**config.mk**
```make
export PLATFORM = sky130hd
export DESIGN_NAME = data_mem_arbiter
export DESIGN_NICKNAME = d
export VERILOG_FILES = /design/src/rtl/data_mem_arbiter.sv
export SDC_FILE = /design/constraint.sdc
export NUM_CORES = 1
export LEC_CHECK = 0
export CAP_MARGIN = 30
export CELL_PAD_IN_SITES_DETAIL_PLACEMENT = 0
export CELL_PAD_IN_SITES_GLOBAL_PLACEMENT = 1
export CORE_ASPECT_RATIO = 0.5
export CORE_MARGIN = 2
export CORE_UTILIZATION = 29
export CTS_CLUSTER_SIZE = 8
export DETAILED_ROUTE_END_ITERATION = 16
export PLACE_DENSITY = 0.82
export SETUP_SLACK_MARGIN = 0.15
export SLEW_MARGIN = 20
export SYNTH_ARGS = -nofsm -noshare
export SYNTH_HDL_FRONTEND = slang
export SYNTH_SLANG_ARGS = --single-unit
```
**constraint.sdc**
```tcl
create_clock -name i_clk -period 3.7 [get_ports i_clk]
set_clock_uncertainty 0.15 [all_clocks]
set_input_delay 0.74 -clock i_clk [delete_from_list [all_inputs] [get_ports i_clk]]
set_output_delay 0.74 -clock i_clk [all_outputs]
set_load 0.005 [all_outputs]
```
**src/rtl/data_mem_arbiter.sv**
```systemverilog
// Round-robin arbiter that shares a single-port Data_Mem between the core (port 0)
// and the loader/debug path (port 1), with a power-on clear of the whole memory.
module data_mem_arbiter #(
    parameter int ADDR_W = 6,
    parameter int DATA_W = 8
) (
    input  logic              i_clk,
    input  logic              i_rst_n,
    input  logic              i_req0,
    input  logic              i_we0,
    input  logic [ADDR_W-1:0] i_addr0,
    input  logic [DATA_W-1:0] i_wdata0,
    input  logic              i_req1,
    input  logic              i_we1,
    input  logic [ADDR_W-1:0] i_addr1,
    input  logic [DATA_W-1:0] i_wdata1,
    output logic              o_gnt0,
    output logic              o_gnt1,
    output logic              o_rvalid0,
    output logic              o_rvalid1,
    output logic [DATA_W-1:0] o_rdata0,
    output logic [DATA_W-1:0] o_rdata1,
    output logic [ADDR_W-1:0] o_mem_addr,
    output logic [DATA_W-1:0] o_mem_wdata,
    output logic              o_mem_write,
    input  logic [DATA_W-1:0] i_mem_rdata,
    output logic              o_init_done
);

    typedef enum logic {ST_CLEAR, ST_RUN} state_t;

    localparam logic [ADDR_W-1:0] CLR_LAST = {ADDR_W{1'b1}};

    state_t            r_state;
    logic [ADDR_W-1:0] r_clr_cnt;
    logic              r_last;        // port that won the most recent grant
    logic              r_init_done;

    logic              w_run;
    logic [1:0]        w_gnt;
    logic [1:0]        w_rd;

    assign w_run = (r_state == ST_RUN);

    // On contention the port that did not win last time gets the memory.
    assign w_gnt[0] = w_run & i_req0 & (~i_req1 | r_last);
    assign w_gnt[1] = w_run & i_req1 & (~i_req0 | ~r_last);
    assign w_rd[0]  = w_gnt[0] & ~i_we0;
    assign w_rd[1]  = w_gnt[1] & ~i_we1;

    assign o_gnt0      = w_gnt[0];
    assign o_gnt1      = w_gnt[1];
    assign o_init_done = r_init_done;

    always_comb begin
        o_mem_addr  = '0;
        o_mem_wdata = '0;
        o_mem_write = 1'b0;
        if (!w_run) begin
            // Clear writes are suppressed while reset is held.
            o_mem_write = i_rst_n;
            o_mem_addr  = r_clr_cnt;
        end else if (w_gnt[0]) begin
            o_mem_write = i_we0;
            o_mem_addr  = i_addr0;
            o_mem_wdata = i_wdata0;
        end else if (w_gnt[1]) begin
            o_mem_write = i_we1;
            o_mem_addr  = i_addr1;
            o_mem_wdata = i_wdata1;
        end
    end

    always_ff @(posedge i_clk or negedge i_rst_n) begin
        if (!i_rst_n) begin
            r_state     <= ST_CLEAR;
            r_clr_cnt   <= '0;
            r_init_done <= 1'b0;
            r_last      <= 1'b1;
        end else begin
            case (r_state)
                ST_CLEAR: begin
                    if (r_clr_cnt == CLR_LAST) begin
                        r_state     <= ST_RUN;
                        r_init_done <= 1'b1;
                        r_clr_cnt   <= '0;
                    end else begin
                        r_clr_cnt <= r_clr_cnt + 1'b1;
                    end
                end
                ST_RUN: begin
                    if (w_gnt[0]) begin
                        r_last <= 1'b0;
                    end else if (w_gnt[1]) begin
                        r_last <= 1'b1;
                    end
                end
                default: r_state <= ST_CLEAR;
            endcase
        end
    end

    genvar gi;
    generate
        for (gi = 0; gi < 2; gi++) begin : g_port
            logic              r_rvalid;
            logic [DATA_W-1:0] r_rdata;

            always_ff @(posedge i_clk or negedge i_rst_n) begin
                if (!i_rst_n) begin
                    r_rvalid <= 1'b0;
                    r_rdata  <= '0;
                end else begin
                    r_rvalid <= w_rd[gi];
                    if (w_rd[gi]) begin
                        r_rdata <= i_mem_rdata;
                    end
                end
            end
        end
    endgenerate

    assign o_rvalid0 = g_port[0].r_rvalid;
    assign o_rvalid1 = g_port[1].r_rvalid;
    assign o_rdata0  = g_port[0].r_rdata;
    assign o_rdata1  = g_port[1].r_rdata;

endmodule

```
==> summary.md <==
| Metric | Value |
|---|---|
| Number of flops mapped to enable cells by yosys | `0` |
| Root Driver | `clkbuf_8` |
| Fraction of layout cells with a size suffix above 1 | `16.0%` |
| CTS resizes | `0` |
| VDD IR max | `around 0.12 mV` |
| Diodes inserted | `0` |
| Worst R2R Path Depth | `3` |
| Clock buffer depth | `2` |
| Critical Path End | `o_mem_addr[3]` |
| Final instance area | `2160 um2` |
| TritonCTS clock tree | `built` |
| Total number of vias | `1112` |
| DRC Markers | `0` |
| Clk sink count | `27` |
| PwrDens | `240 nW/um2` |
| Cells after synthesis | `100` |
| First-pass GRT wire length | `between 5000 and 6000 um` |
| Min Hold Slack | `roughly 0.33 ns` |
| Clk slew on worst S/H paths | `around 0.10 ns` |
| Worst skew pair latency | `between 0.2 and 0.3 ns` |
| Antenna violations before repair | `0` |
| Yosys warns | `0` |
| Post-synthesis cell type count | `25` |
| Final core occ | `53.2%` |
| Total of max-cap violations | `0` |
| Die Y | `50.8 um` |
| Worst-margin pin slew | `0.546 ns` |
| Relative slew slack | `between 60% and 70%` |
| Worst hold path depth | `1` |
| Hold_buf cts | `0` |
| Min Tclk post-route | `approximately 3.4 ns` |
| CP max FO | `16` |
| H-tree depth | `1` |
| Register area | `approximately 680 um2` |
| Worst Setup SP | `i_req1` |
| Tcrit/Tclk final | `91.4%` |
| Worst r2r src | `r_state$_DFF_PN0_` |
| Area growth syn-to-layout | `70.0%` |
| Yosys reg bits | `27` |
| I/O pin total | `78` |
| Ys async rst share | `100%` |
| RSZ-0062 raised after global routing | `no` |
| Multi-input logic area | `569 um2` |
| FP Rows | `16` |
| Seq/Total Area, Yosys | `a little over half` |
| CP Launch Type | `input pin` |
| Post-Route WL | `between 3000 and 4000 um` |
| Commonest non-fill, non-tap cell in the layout | `clkdlybuf4s50_1` |
| Setup TNS | `0 ns` |
| CTS buffer count | `3` |
| Die ar. | `4970 um2` |
| # setup viols final | `0` |
| Data arrival time of the critical path | `2.49 ns` |
| Synth Flop Type | `dfrtp_1` |
| Die Wd | `roughly 100 um` |
| Placed cell areas | `2110 um2` |
| Routed len/inst | `14.3 um` |
| Post-Layout Cell Count | `about 240` |
| Lkg Pwr | `~0.92 nW` |
| Placer Congestion | `0.783` |
| IO Port Bufs | `77` |
| Initial Util | `31.3%` |
| Overall routing resource usage | `13.5%` |
| Worst Min Path Start | `o_init_done$_DFFE_PN0P_` |
| Final Hold Viols | `0` |
| Nets | `225` |
| Initial DRC count | `34` |
| FILL cells | `around 370` |
| Post-Place Cells | `roughly 230` |
| Detail-routed via count per cell | `4.73` |
| Hold Crit Class | `reg -> reg` |
| Fmax | `~300 MHz` |
| Syn nets | `between 100 and 150` |
| Worst r2r dst | `o_rdata0[0]$_DFFE_PN0P_` |
| Kind of critical path | `in -> out` |
| R2R setup slack | `1.70 ns` |
| Post-DP HPWL | `2670 um` |
| Vias in the first global route | `1101` |
| Pre-antenna DRT Iters | `4` |
| CP Capture Type | `primary output` |
| Synthesized area per cell | `12.7 um2` |
| CP required | `2.81 ns` |
| Outcome | `completed` |
| Synthesized area | `1270 um2` |
| Core area | `between 4000 and 5000 um2` |
| Total grt overflow | `0` |
| Largest net degree at the start of global routing | `28` |
| Most frequent cells in the layout | `clkdlybuf4s50_1 (77), dfrtp_1 (26), mux2_2 (16)` |
| Max-slew violations | `0` |
| Buffer count from post-CTS setup fixing | `0` |
| Routed Antenna Nets | `0` |
## worst min path at each step
| stage | endpoint | slack (ns) |
|---|---|---|
| 3_3_place_gp | o_init_done$_DFFE_PN0P_ | 0.30 |
| 2_1_floorplan | o_init_done$_DFFE_PN0P_ | 0.29 |
| 6_report | o_init_done$_DFFE_PN0P_ | 0.33 |
| 4_1_cts | o_init_done$_DFFE_PN0P_ | 0.33 |
| 3_5_place_dp | o_init_done$_DFFE_PN0P_ | 0.31 |
| 5_1_grt | o_init_done$_DFFE_PN0P_ | 0.34 |
## synth_stat cells (2+ instances only)
master / number / share of area [%]
o21ai_0: 4 / 1.6
nor2_1: 2 / 0.59
a22o_1: 8 / 5.5
mux2_2: 16 / 14
xnor2_1: 2 / 1.4
a221o_1: 7 / 5.5
a211oi_4: 2 / 3.1
nor2b_1: 7 / 3.4
a21oi_1: 3 / 1.2
nand4b_1: 2 / 1.4
nand2_1: 7 / 2.1
dfrtp_1: 26 / 51
buf_4: 2 / 1.2
## area by class of cell
| cell class | count | share of cell area [%] |
|---|---|---|
| flip-flops and latches | 27 | 31.3 |
| well taps | 54 | 3.12 |
| inverters | 2 | 0.347 |
| clock inverters | 1 | 0.347 |
| repair buffers | 80 | 36.7 |
| clock buffers | 3 | 1.91 |
| multi-input cells | 68 | 26.3 |
## stage by stage
step	power (mW)	worst slack, ns
6_report	0.520	0.317
5_1_grt	0.546	0.211
4_1_cts	0.528	0.307
3_5_place_dp	0.357	0.318
3_3_place_gp	0.356	0.327
2_1_floorplan	0.302	1.26
## logic make-up (layout without fill, tap and decap cells)
kind of cell | count (synthesis) | after routing | synth area share, %
AO/OA/AOI/OAI | 25 | 25 | 17.6
XOR/XNOR | 3 | 3 | 2.07
adder cells (fa/ha/maj) | 1 | 1 | 0.983
buffers and inverters | 5 | 86 | 2.06
flip-flops | 27 | 27 | 53.2
multiplexers | 16 | 16 | 14.2
AND/OR/NAND/NOR | 23 | 23 | 9.93
## flip-flops by register name, summed over array words and instances, names as in the netlist
signal,flops
r_state,1
r_clr_cnt,6
r_last,1
o_rvalid1,1
o_rdata1,8
o_init_done,1
o_rdata0,8
o_rvalid0,1
## where the power goes
part	switching, mW	internal (mW)	leakage, nW
clock network	0.0935	0.0764	0.0217
logic	0.0150	0.0403	0.537
registers	0	0.295	0.359
## per-layer routing
layer / share of wire [%] / vias to the layer above / wire length (um) / GRT usage [%]
li1: - / 533 / - / -
met1: 44 / 554 / 1490 / 17.9
met2: 51 / 23 / 1720 / 23.4
met3: 4.3 / 2 / 146 / 2.74
met4: 0.39 / 0 / 13 / 2.55
met5: 0 / - / 0 / 0
## worst max-delay path: stages
cell	delay, ns
clkdlybuf4s50_1	0.56
nand2_1	0.14
a21oi_1	0.15
buf_4	0.22
a221o_1	0.16
clkdlybuf4s50_1	0.51
Power figures use the tool's default switching activity.
